<file path="src/rtl/pipelined_cla_addsub.sv">
// Pipelined carry-lookahead adder/subtractor, one BLK-bit lookahead group resolved per stage.
// Define CLA_SATURATE_EN to clamp the result to the signed limit on overflow.
module pipelined_cla_addsub #(
    parameter int unsigned N   = 32,
    parameter int unsigned BLK = 8
) (
    input  logic         clk,
    input  logic         rst,
    input  logic         in_valid,
    output logic         in_ready,
    input  logic [N-1:0] a,
    input  logic [N-1:0] b,
    input  logic         cin,
    input  logic         sub,
    output logic         out_valid,
    input  logic         out_ready,
    output logic [N-1:0] sum,
    output logic         cout,
    output logic         overflow,
    output logic         zero
);
    localparam int unsigned L  = N / BLK;
    localparam int unsigned LR = (L > 1) ? L - 1 : 1;

    logic         adv;
    logic [N-1:0] be;
    logic         c0;

    // Entry k holds the token leaving stage k: unconsumed operand groups plus finished sum bits
    logic [N-1:0] a_r  [LR];
    logic [N-1:0] be_r [LR];
    logic [N-1:0] s_r  [LR];
    logic         c_r  [LR];
    logic         v_r  [LR];

    logic [N-1:0] st_a  [L];
    logic [N-1:0] st_be [L];
    logic [N-1:0] st_s  [L];
    logic         st_c  [L];
    logic         st_cm [L];
    logic         st_v  [L];

    assign adv      = !out_valid || out_ready;
    assign in_ready = adv;
    assign be       = sub ? ~b : b;
    assign c0       = sub | cin;

    for (genvar k = 0; k < L; k++) begin : g_stage
        logic [N-1:0]   src_a;
        logic [N-1:0]   src_be;
        logic [N-1:0]   src_s;
        logic           src_c;
        logic [N-1:0]   nxt_s;
        logic [BLK-1:0] p;
        logic [BLK-1:0] g;
        logic [BLK:0]   c;

        if (k == 0) begin : g_head
            assign src_a   = a;
            assign src_be  = be;
            assign src_s   = '0;
            assign src_c   = c0;
            assign st_v[k] = in_valid;
        end else begin : g_tail
            assign src_a   = a_r[k-1];
            assign src_be  = be_r[k-1];
            assign src_s   = s_r[k-1];
            assign src_c   = c_r[k-1];
            assign st_v[k] = v_r[k-1];
        end

        always_comb begin
            p = src_a[k*BLK +: BLK] ^ src_be[k*BLK +: BLK];
            g = src_a[k*BLK +: BLK] & src_be[k*BLK +: BLK];
            c = '0;
            c[0] = src_c;
            for (int unsigned i = 0; i < BLK; i++) begin
                c[i+1] = g[i] | (p[i] & c[i]);
            end
            nxt_s = src_s;
            nxt_s[k*BLK +: BLK] = p ^ c[BLK-1:0];
        end

        assign st_a[k]  = src_a;
        assign st_be[k] = src_be;
        assign st_s[k]  = nxt_s;
        assign st_c[k]  = c[BLK];
        assign st_cm[k] = c[BLK-1];
    end

    logic [N-1:0] res;
    logic         ovf;

    assign ovf = st_c[L-1] ^ st_cm[L-1];

`ifdef CLA_SATURATE_EN
    // Overflow only occurs with equal effective operand signs; clamp toward that sign
    always_comb begin
        res = st_s[L-1];
        if (ovf) begin
            res = {st_a[L-1][N-1], {(N-1){~st_be[L-1][N-1]}}};
        end
    end
`else
    assign res = st_s[L-1];
`endif

    always_ff @(posedge clk) begin
        if (rst) begin
            for (int unsigned k = 0; k < LR; k++) begin
                v_r[k] <= 1'b0;
            end
            out_valid <= 1'b0;
            sum       <= '0;
            cout      <= 1'b0;
            overflow  <= 1'b0;
            zero      <= 1'b0;
        end else if (adv) begin
            for (int unsigned k = 0; k + 1 < L; k++) begin
                v_r[k]  <= st_v[k];
                a_r[k]  <= st_a[k];
                be_r[k] <= st_be[k];
                s_r[k]  <= st_s[k];
                c_r[k]  <= st_c[k];
            end
            out_valid <= st_v[L-1];
            sum       <= res;
            cout      <= st_c[L-1];
            overflow  <= ovf;
            zero      <= (res == '0);
        end
    end
endmodule

</file>
<file path="config.mk">
export PLATFORM = sky130hd
export DESIGN_NAME = pipelined_cla_addsub
export DESIGN_NICKNAME = d
export VERILOG_FILES = /design/src/rtl/pipelined_cla_addsub.sv
export SDC_FILE = /design/constraint.sdc
export NUM_CORES = 1
export LEC_CHECK = 0
export ABC_AREA = 1
export BUFFER_PORTS_ARGS = -buffer_cell sky130_fd_sc_hd__buf_2
export CORE_MARGIN = 2
export CORE_UTILIZATION = 28
export CTS_CLUSTER_SIZE = 24
export DETAILED_ROUTE_END_ITERATION = 6
export GPL_TIMING_DRIVEN = 0
export MAX_ROUTING_LAYER = met4
export PLACE_DENSITY = 0.55
export SLEW_MARGIN = 40
export SYNTH_ARGS = -nofsm -noshare
export SYNTH_HDL_FRONTEND = slang
export SYNTH_SLANG_ARGS = --single-unit
export TNS_END_PERCENT = 50
</file>
<file path="constraint.sdc">
create_clock -name clk -period 7.1 [get_ports clk]
set_input_delay 1.42 -clock clk [delete_from_list [all_inputs] [get_ports clk]]
set_output_delay 1.42 -clock clk [all_outputs]
set_load 0.02 [all_outputs]
</file>
==> impl_table.tex, run 1 <==
\begin{tabular}{lr}
\hline
Metric & Value \\
\hline
\multicolumn{2}{l}{\textbf{Clock network}} \\
\quad Clock-pin slew on the worst setup and hold paths & $\sim$70 ps \\
\quad Clock Path Buffers & 2 \\
\quad Clock Sinks & $\sim$190 \\
\quad Post-CTS sizing & 0 \\
\quad Total number of H-tree levels & 4 \\
\quad Clock tree from TritonCTS & done \\
\quad CTS Buf Count & 17 \\
\quad CTS root buffer & clkbuf\_16 \\
\quad Clock Latency Late Sink & between 400 and 500 ps \\
\quad \# hold bufs at CTS & 0 \\
\quad Post-CTS Repair Setup Buffers & 0 \\
\multicolumn{2}{l}{\textbf{Timing}} \\
\quad Max-slew headroom at the worst pin & approximately 65\% \\
\quad Final critical-path required period & about 5300 ps \\
\quad Final setup violating endpoints & 0 \\
\quad Number of hold violations in the final report & 0 \\
\quad Slew of the pin with the lowest slew margin & a little over 500 ps \\
\quad Final clock skew & slightly above 9 ps \\
\quad Final critical-path share of the clock period & roughly three quarters \\
\quad RSZ-0062 raised after global routing & no \\
\quad Maximum clock frequency & 188 MHz \\
\quad Number of max-slew violations in the final report & 0 \\
\quad Setup\_tns & 0 ps \\
\multicolumn{2}{l}{\textbf{Cells and area}} \\
\quad Final design utilization & between 30\% and 40\% \\
\quad Final Net Count & about 680 \\
\quad Fill count & between 2,000 and 3,000 \\
\quad Sequential cell area & roughly 5200 µm² \\
\quad Total area of multi-input combinational cells & between 1500 and 2000 µm² \\
\quad Final antenna diode count & 0 \\
\quad Final Cell Area & just under 9000 µm² \\
\quad Fraction of final layout cells sized beyond drive strength 1 & 30.5\% \\
\quad Area added between synthesis and finish & 22.0\% \\
\multicolumn{2}{l}{\textbf{Synthesis}} \\
\quad Syn Area/Cell & around 16 µm² \\
\quad Post-synth top area share & 63.2\% \\
\quad Share of synthesized area occupied by flip-flops and latches & about three quarters \\
\quad Biggest area contributors in the synthesized netlist & edfxtp\_1 (63\%), dfxtp\_1 (10\%), fa\_1 (9.0\%) \\
\quad Post-synthesis cell count & $\sim$450 \\
\quad Post-synth cell types & 19 \\
\quad Total nets after synthesis & $\sim$550 \\
\quad Largest area contributor in the synthesized netlist & edfxtp\_1 \\
\quad Yosys reg bits & between 150 and 200 \\
\quad Warning count from the yosys run & 0 \\
\quad Cell area after synthesis & 7130 µm² \\
\multicolumn{2}{l}{\textbf{Worst hold path}} \\
\quad Worst min path class & reg -> reg \\
\quad Hold Path Sink & be\_r[0][91] \\
\quad Count of cells along the worst hold path & 0 \\
\quad Hold Startpoint & be\_r[0][59] \\
\multicolumn{2}{l}{\textbf{Placement}} \\
\quad Final Wtd Congestion & $\sim$0.74 \\
\quad Number of buffers inserted by port buffering & 105 \\
\quad Area after detailed placement & about 8100 µm² \\
\quad DP Wirelength & about 9000 µm \\
\multicolumn{2}{l}{\textbf{Route}} \\
\quad DRT Pass-1 Iters & 4 \\
\quad Post-route ant nets & 0 \\
\quad WL/cell & 13.8 µm \\
\quad Drt initial violations & 214 \\
\quad Via count & roughly 3,600 \\
\quad Residual DRC & 0 \\
\quad Vias per inst & 3.89 \\
\quad Wirelength, routed & 12,700 µm \\
\multicolumn{2}{l}{\textbf{GRT}} \\
\quad Total Routing Usage GR & about a tenth \\
\quad Total congestion overflow after global routing & 0 \\
\quad Maximum number of pins on one net before global-route repair & about 160 \\
\quad Initial antenna violation count & 0 \\
\quad Wire length of the first global-routing pass & approximately 20,000 µm \\
\quad Via count of the first global-routing pass & between 3,000 and 4,000 \\
\multicolumn{2}{l}{\textbf{Floorplan}} \\
\quad Number of I/O pins & $\sim$110 \\
\quad Std-Cell Core Area & between 20,000 and 30,000 µm² \\
\quad Width of the chip & 164 µm \\
\quad Initial standard-cell utilization of the core & $\sim$28\% \\
\quad DIE AREA & 26,800 µm² \\
\quad Std-Cell Rows & 58 \\
\quad DIE HEIGHT & roughly 160 µm \\
\multicolumn{2}{l}{\textbf{Critical path}} \\
\quad Crit path launch type & input pin \\
\quad Largest stage delay, worst path & 480 ps \\
\quad Worst Path Required & roughly 7300 ps \\
\quad Cell with the biggest individual delay on the critical path & fa\_1 \\
\quad Arrival time reported for the critical path endpoint & between 5000 and 6000 ps \\
\quad RR Endpoint & zero \\
\quad Endpoint type of the worst setup path & register \\
\quad Worst reg2reg path startpoint & a\_r[0][88] \\
\quad Worst reg2reg setup slack & roughly 3000 ps \\
\quad Crit path top cell by count & fa\_1 \\
\quad Reg2reg path depth & 15 \\
\quad Biggest fanout along the worst timing path & 10 \\
\quad Sequence of cells on the critical path & buf\_2, buf\_4, xnor2\_1, fa\_1, fa\_1, fa\_1, fa\_1, fa\_1, fa\_1, fa\_1, inv\_1, fa\_1 \\
\quad CP Class & in -> reg \\
\multicolumn{2}{l}{\textbf{Job}} \\
\quad Max-cap check violation count & 0 \\
\multicolumn{2}{l}{\textbf{Status}} \\
\quad Run status & finished, final reports clean \\
\multicolumn{2}{l}{\textbf{Power and ir drop}} \\
\quad Leak Pwr & $\sim$3.5 nW \\
\quad Pwr dens & approximately 290 nW/µm² \\
\quad Peak supply drop & between 0.15 and 0.2 mV \\
\hline
\end{tabular}
power by group:
part,internal [W],switching (W)
registers,0.00131,0.0000449
logic,0.0000947,0.000149
clock network,0.000506,0.000427
cell usage after synthesis:
cell type    n
xor2_1      26
nand3_2      1
inv_2        5
buf_12       3
nand3_1     35
nor2_8       2
fa_1        32
nand2_2     19
inv_1       49
nand2_1     45
nor2_1      21
o21ai_1      8
xnor2_1      7
edfxtp_1   150
dfxtp_1     36
buf_4        3
nor3_1       1
o21bai_2     1
buf_2        8
cell type report:
cell class | instances | share of cell area [%]
Clock buffer | 20 | 5.50
Clock inverter | 12 | 1.40
Inverter | 54 | 2.33
Buffer | 14 | 1.41
Timing Repair Buffer | 106 | 6.36
Sequential cell | 186 | 60.1
Tap cell | 330 | 4.75
Multi-Input combinational cell | 198 | 18.1
sequential cells by signal, summed over array words and instances (netlist names):
register and flops:
be_r 48, zero 1, cout 1, overflow 1
out_valid 1, s_r 48, v_r 3, a_r 48
c_r 3, sum 32
metal layers:
| layer | vias up | wire length (µm) | global-route usage, % |
|---|---|---|---|
| li1 | 1752 | - | - |
| met1 | 1735 | 5380 | 11.6 |
| met2 | 74 | 6560 | 17.0 |
| met3 | 18 | 503 | 2.92 |
| met4 | 0 | 289 | 4.47 |
| met5 | - | 0 | - |
through the flow:
step	hold slack, ps	cells	power (W)	worst slack [ps]
2_1_floorplan	400	452	0.00152	1610
6_report	421	920	0.00253	1770
5_1_grt	423	920	0.00264	1580
4_1_cts	421	919	0.00256	1730
3_5_place_dp	405	887	0.00163	1270
3_3_place_gp	402	887	0.00162	1320
how the worst max path moves through the flow:
stage / start / to / slack, ps
2_1_floorplan: sub / s_r[0][7] / 1610
3_3_place_gp: sub / s_r[0][7] / 1320
3_5_place_dp: sub / s_r[0][7] / 1270
4_1_cts: sub / s_r[0][7] / 1730
5_1_grt: sub / s_r[0][7] / 1580
6_report: sub / s_r[0][7] / 1770
worst max-delay path: cells and delay by family:
family                   cells  cell delay (ps)
XOR/XNOR                     1              120
buffers and inverters        3              540
adder cells (fa/ha/maj)      8             3390
cells in the final DEF, fill, tap and decap left out:
cell type   instances
xnor2_1             7
clkinv_4            3
clkinvlp_4          1
nor3_1              1
nand2_1            45
buf_2             113
buf_16              1
fa_1               32
o21ai_1             8
clkinv_8            1
o21bai_2            1
inv_2               5
dfxtp_1            36
inv_8               4
inv_1              49
nor2_1             21
nand3_1            35
nand3_2             1
nor2_8              2
edfxtp_1          150
buf_4               3
nand2_2            19
clkbuf_8            2
clkbuf_16          18
xor2_1             26
buf_12              3
inv_6               3
cells by family (layout without fill, tap and decap cells):
| kind of cell | Yosys count | count (layout) | synth area share (%) |
|---|---|---|---|
| AOI/OAI and AO/OA | 9 | 9 | 0.720 |
| xor gates and xnor gates | 33 | 33 | 4.05 |
| adders and majority gates | 32 | 32 | 8.99 |
| buffers and inverters | 68 | 206 | 4.56 |
| DFF | 186 | 186 | 73.3 |
| and+or+nand+nor | 124 | 124 | 8.37 |
No activity file was read; power rests on OpenSTA's default activity.
==> inputs of run 2 (changes only) <==
--- a/config.mk
+++ b/config.mk
@@ -13,7 +13,7 @@
 export DETAILED_ROUTE_END_ITERATION = 6
 export GPL_TIMING_DRIVEN = 0
 export MAX_ROUTING_LAYER = met4
-export PLACE_DENSITY = 0.55
+export PLACE_DENSITY = 0.57
 export SLEW_MARGIN = 40
 export SYNTH_ARGS = -nofsm -noshare
 export SYNTH_HDL_FRONTEND = slang
==> constraint.sdc (replaced) <==
create_clock -name clk -period 4.8 [get_ports clk]
set_input_delay 0.96 -clock clk [delete_from_list [all_inputs] [get_ports clk]]
set_output_delay 0.96 -clock clk [all_outputs]
set_load 0.02 [all_outputs]
==> run 2 against run 1 <==
Effect of this change:
- global-route usage is 0.34 points lower
- cell count increased by 0.11%
- register-to-register slack worse by 2300 ps
- routed wire length shrank 2.9%
- combinational power increased by 48%
- die area stayed put
- design area is essentially flat
- largest power group unchanged
==> impl_table.tex, run 2 (synthesis results as in run 1) <==
\begin{tabular}{lr}
\hline
Metric & Value \\
\hline
\multicolumn{2}{l}{\textbf{Status}} \\
\quad Run status & finished, final reports clean \\
\multicolumn{2}{l}{\textbf{Clock network}} \\
\quad CTS root buffer & clkbuf\_16 \\
\quad Clock Sinks & 186 (unchanged) \\
\quad Clock-pin slew on the worst setup and hold paths & 70 ps (about the same) \\
\quad Clock Latency Late Sink & 420 ps (about the same) \\
\quad \# hold bufs at CTS & 0 (unchanged) \\
\quad Total number of H-tree levels & 4 (unchanged) \\
\quad CTS Buf Count & 17 (unchanged) \\
\quad Clock Path Buffers & 2 (unchanged) \\
\quad Post-CTS sizing & 0 (unchanged) \\
\quad Post-CTS Repair Setup Buffers & 0 (unchanged) \\
\quad Clock tree from TritonCTS & done \\
\multicolumn{2}{l}{\textbf{Timing}} \\
\quad Final setup violating endpoints & 0 (unchanged) \\
\quad Max-slew headroom at the worst pin & 71.0\% (+5.6 points) \\
\quad Final critical-path share of the clock period & a little over nine tenths \\
\quad RSZ-0062 raised after global routing & no \\
\quad Setup ws final & 300 ps (-1470 ps) \\
\quad Slew of the pin with the lowest slew margin & 435 ps (-84.0 ps) \\
\quad Number of hold violations in the final report & 0 (unchanged) \\
\quad Final critical-path required period & between 4000 and 5000 ps \\
\quad Maximum clock frequency & about 220 MHz \\
\quad Number of max-slew violations in the final report & 0 (unchanged) \\
\quad Smallest hold slack & 412 ps (-9.02 ps) \\
\quad Final clock skew & 10.7 ps (+1.57 ps) \\
\quad Setup\_tns & 0 ps (unchanged) \\
\multicolumn{2}{l}{\textbf{Route}} \\
\quad Post-route ant nets & 0 (unchanged) \\
\quad Residual DRC & 0 (unchanged) \\
\quad Via count & 3,534 (-1.3\%) \\
\quad DRT Pass-1 Iters & 4 (unchanged) \\
\quad WL/cell & 13.4 µm (-3.0\%) \\
\quad Vias per inst & 3.84 (-1.4\%) \\
\quad Wirelength, routed & 12,400 µm (-2.9\%) \\
\quad Drt initial violations & 231 (+7.9\%) \\
\multicolumn{2}{l}{\textbf{GRT}} \\
\quad Total Routing Usage GR & 9.93\% (-0.34 points) \\
\quad Total congestion overflow after global routing & 0 (unchanged) \\
\quad Maximum number of pins on one net before global-route repair & 157 (unchanged) \\
\quad Via count of the first global-routing pass & 3,510 (-8.2\%) \\
\quad Initial antenna violation count & 1 (+1) \\
\quad Wire length of the first global-routing pass & 18,900 µm (-4.6\%) \\
\multicolumn{2}{l}{\textbf{Cells and area}} \\
\quad Fill count & 2,502 (unchanged) \\
\quad Area added between synthesis and finish & 22.0\% (about the same) \\
\quad Fraction of final layout cells sized beyond drive strength 1 & 31.2\% (+0.68 points) \\
\quad Final Net Count & 679 (unchanged) \\
\quad Most frequent cells in the layout & edfxtp\_1 (150), buf\_2 (113), inv\_1 (49) \\
\quad Registers with the highest flip-flop counts & a\_r (48), be\_r (48), s\_r (48) \\
\quad Most common cell after layout, fill and taps aside & edfxtp\_1 \\
\multicolumn{2}{l}{\textbf{Power and ir drop}} \\
\quad Share of power burned in combinational logic & 9.7\% (about the same) \\
\quad Switching power & 0.000908 W (+46\%) \\
\quad Pwr dens & 431 nW/µm² (+48\%) \\
\quad Part of the power in the clock network & 36.9\% (about the same) \\
\quad Sequential share of power & 53.4\% (about the same) \\
\quad Internal cell power & 0.00284 W (+49\%) \\
\quad Peak supply drop & 0.233 mV (+46\%) \\
\quad Leak Pwr & 3.53 nW (-0.38\%) \\
\quad Switching power share of the total & 24.2\% (-0.31 points) \\
\multicolumn{2}{l}{\textbf{Worst hold path}} \\
\quad Worst min path class & reg -> reg \\
\multicolumn{2}{l}{\textbf{Placement}} \\
\quad DP Wirelength & 8570 µm (-6.3\%) \\
\quad Pre-CTS setup slack & -191 ps (-1460 ps) \\
\quad Number of buffers inserted by port buffering & 105 (unchanged) \\
\quad Final Wtd Congestion & 0.739 (about the same) \\
\multicolumn{2}{l}{\textbf{Floorplan}} \\
\quad DIE AREA & 26,800 µm² (unchanged) \\
\quad DIE HEIGHT & 164 µm (unchanged) \\
\quad Std-Cell Core Area & 25,100 µm² (unchanged) \\
\quad Number of I/O pins & 107 (unchanged) \\
\quad Std-Cell Rows & 58 (unchanged) \\
\quad Width of the chip & 164 µm (unchanged) \\
\quad Initial standard-cell utilization of the core & 28.4\% (unchanged) \\
\multicolumn{2}{l}{\textbf{Job}} \\
\quad Max-cap check violation count & 0 (unchanged) \\
\multicolumn{2}{l}{\textbf{Critical path}} \\
\quad Crit path launch type & input pin \\
\quad CP Class & in -> reg \\
\quad Endpoint type of the worst setup path & register \\
\quad Arrival time reported for the critical path endpoint & 4660 ps (-840 ps) \\
\quad Biggest fanout along the worst timing path & 10 (unchanged) \\
\quad Worst reg2reg setup slack & 690 ps (-2300 ps) \\
\quad Worst Path Required & 4960 ps (-2310 ps) \\
\hline
\end{tabular}
==> run 2: power groups by stage <==
stage	clock network (W)	registers [W]	logic [W]
3_3_place_gp	0	0.00204	0.000364
6_report	0.00138	0.00200	0.000362
2_1_floorplan	0	0.00206	0.000191
5_1_grt	0.00149	0.00202	0.000414
3_5_place_dp	0	0.00204	0.000370
4_1_cts	0.00143	0.00200	0.000370
==> run 2: metrics by stage <==
stage               utilization [%]  std cells  instance area [µm²]  total power, W
floorplan                         -        452                 7140         0.00225
global placement               32.2        887                 8080         0.00240
detailed placement             32.2        887                 8080         0.00241
CTS                            34.5        919                 8670         0.00380
global route                   34.6        921                 8700         0.00392
finish                         34.6        921                 8700         0.00375
==> run 2: critical path, cell delays in order <==
cell and delay (ps):
buf_2 150, buf_4 230, xnor2_1 120, fa_1 400
fa_2 380, fa_2 370, fa_2 370, fa_2 410
fa_2 380, fa_1 380, inv_1 80, fa_1 420
==> run 2: area by class of cell <==
| type | count | area (µm²) | share of cell area [%] |
|---|---|---|---|
| flip-flops and latches | 186 | 5230 | 60.1 |
| diodes | 1 | 2.50 | 0.0288 |
| clock inverters | 13 | 135 | 1.55 |
| inverters | 54 | 203 | 2.33 |
| plain buffers | 14 | 123 | 1.41 |
| clock buffers | 19 | 454 | 5.22 |
| repair buffers | 106 | 553 | 6.36 |
| multi-input cells | 198 | 1590 | 18.3 |
| well taps | 330 | 413 | 4.75 |
==> run 2: worst paths after layout <==
path,from,end,cells after the start
worst min register to register,be_r[0][17],be_r[0][49],0
worst min-delay path,be_r[0][17],be_r[0][49],0
worst max register to register,c_r[0][2],zero,15
worst max-delay path,sub,s_r[0][7],12
==> run 2: routing by layer <==
metal | vias to the layer above | routed length, µm | global-route usage [%]
li1 | 1760 | - | -
met1 | 1683 | 5580 | 12.4
met2 | 73 | 5950 | 15.0
met3 | 18 | 423 | 2.41
met4 | 0 | 411 | 5.18
met5 | - | 0 | -
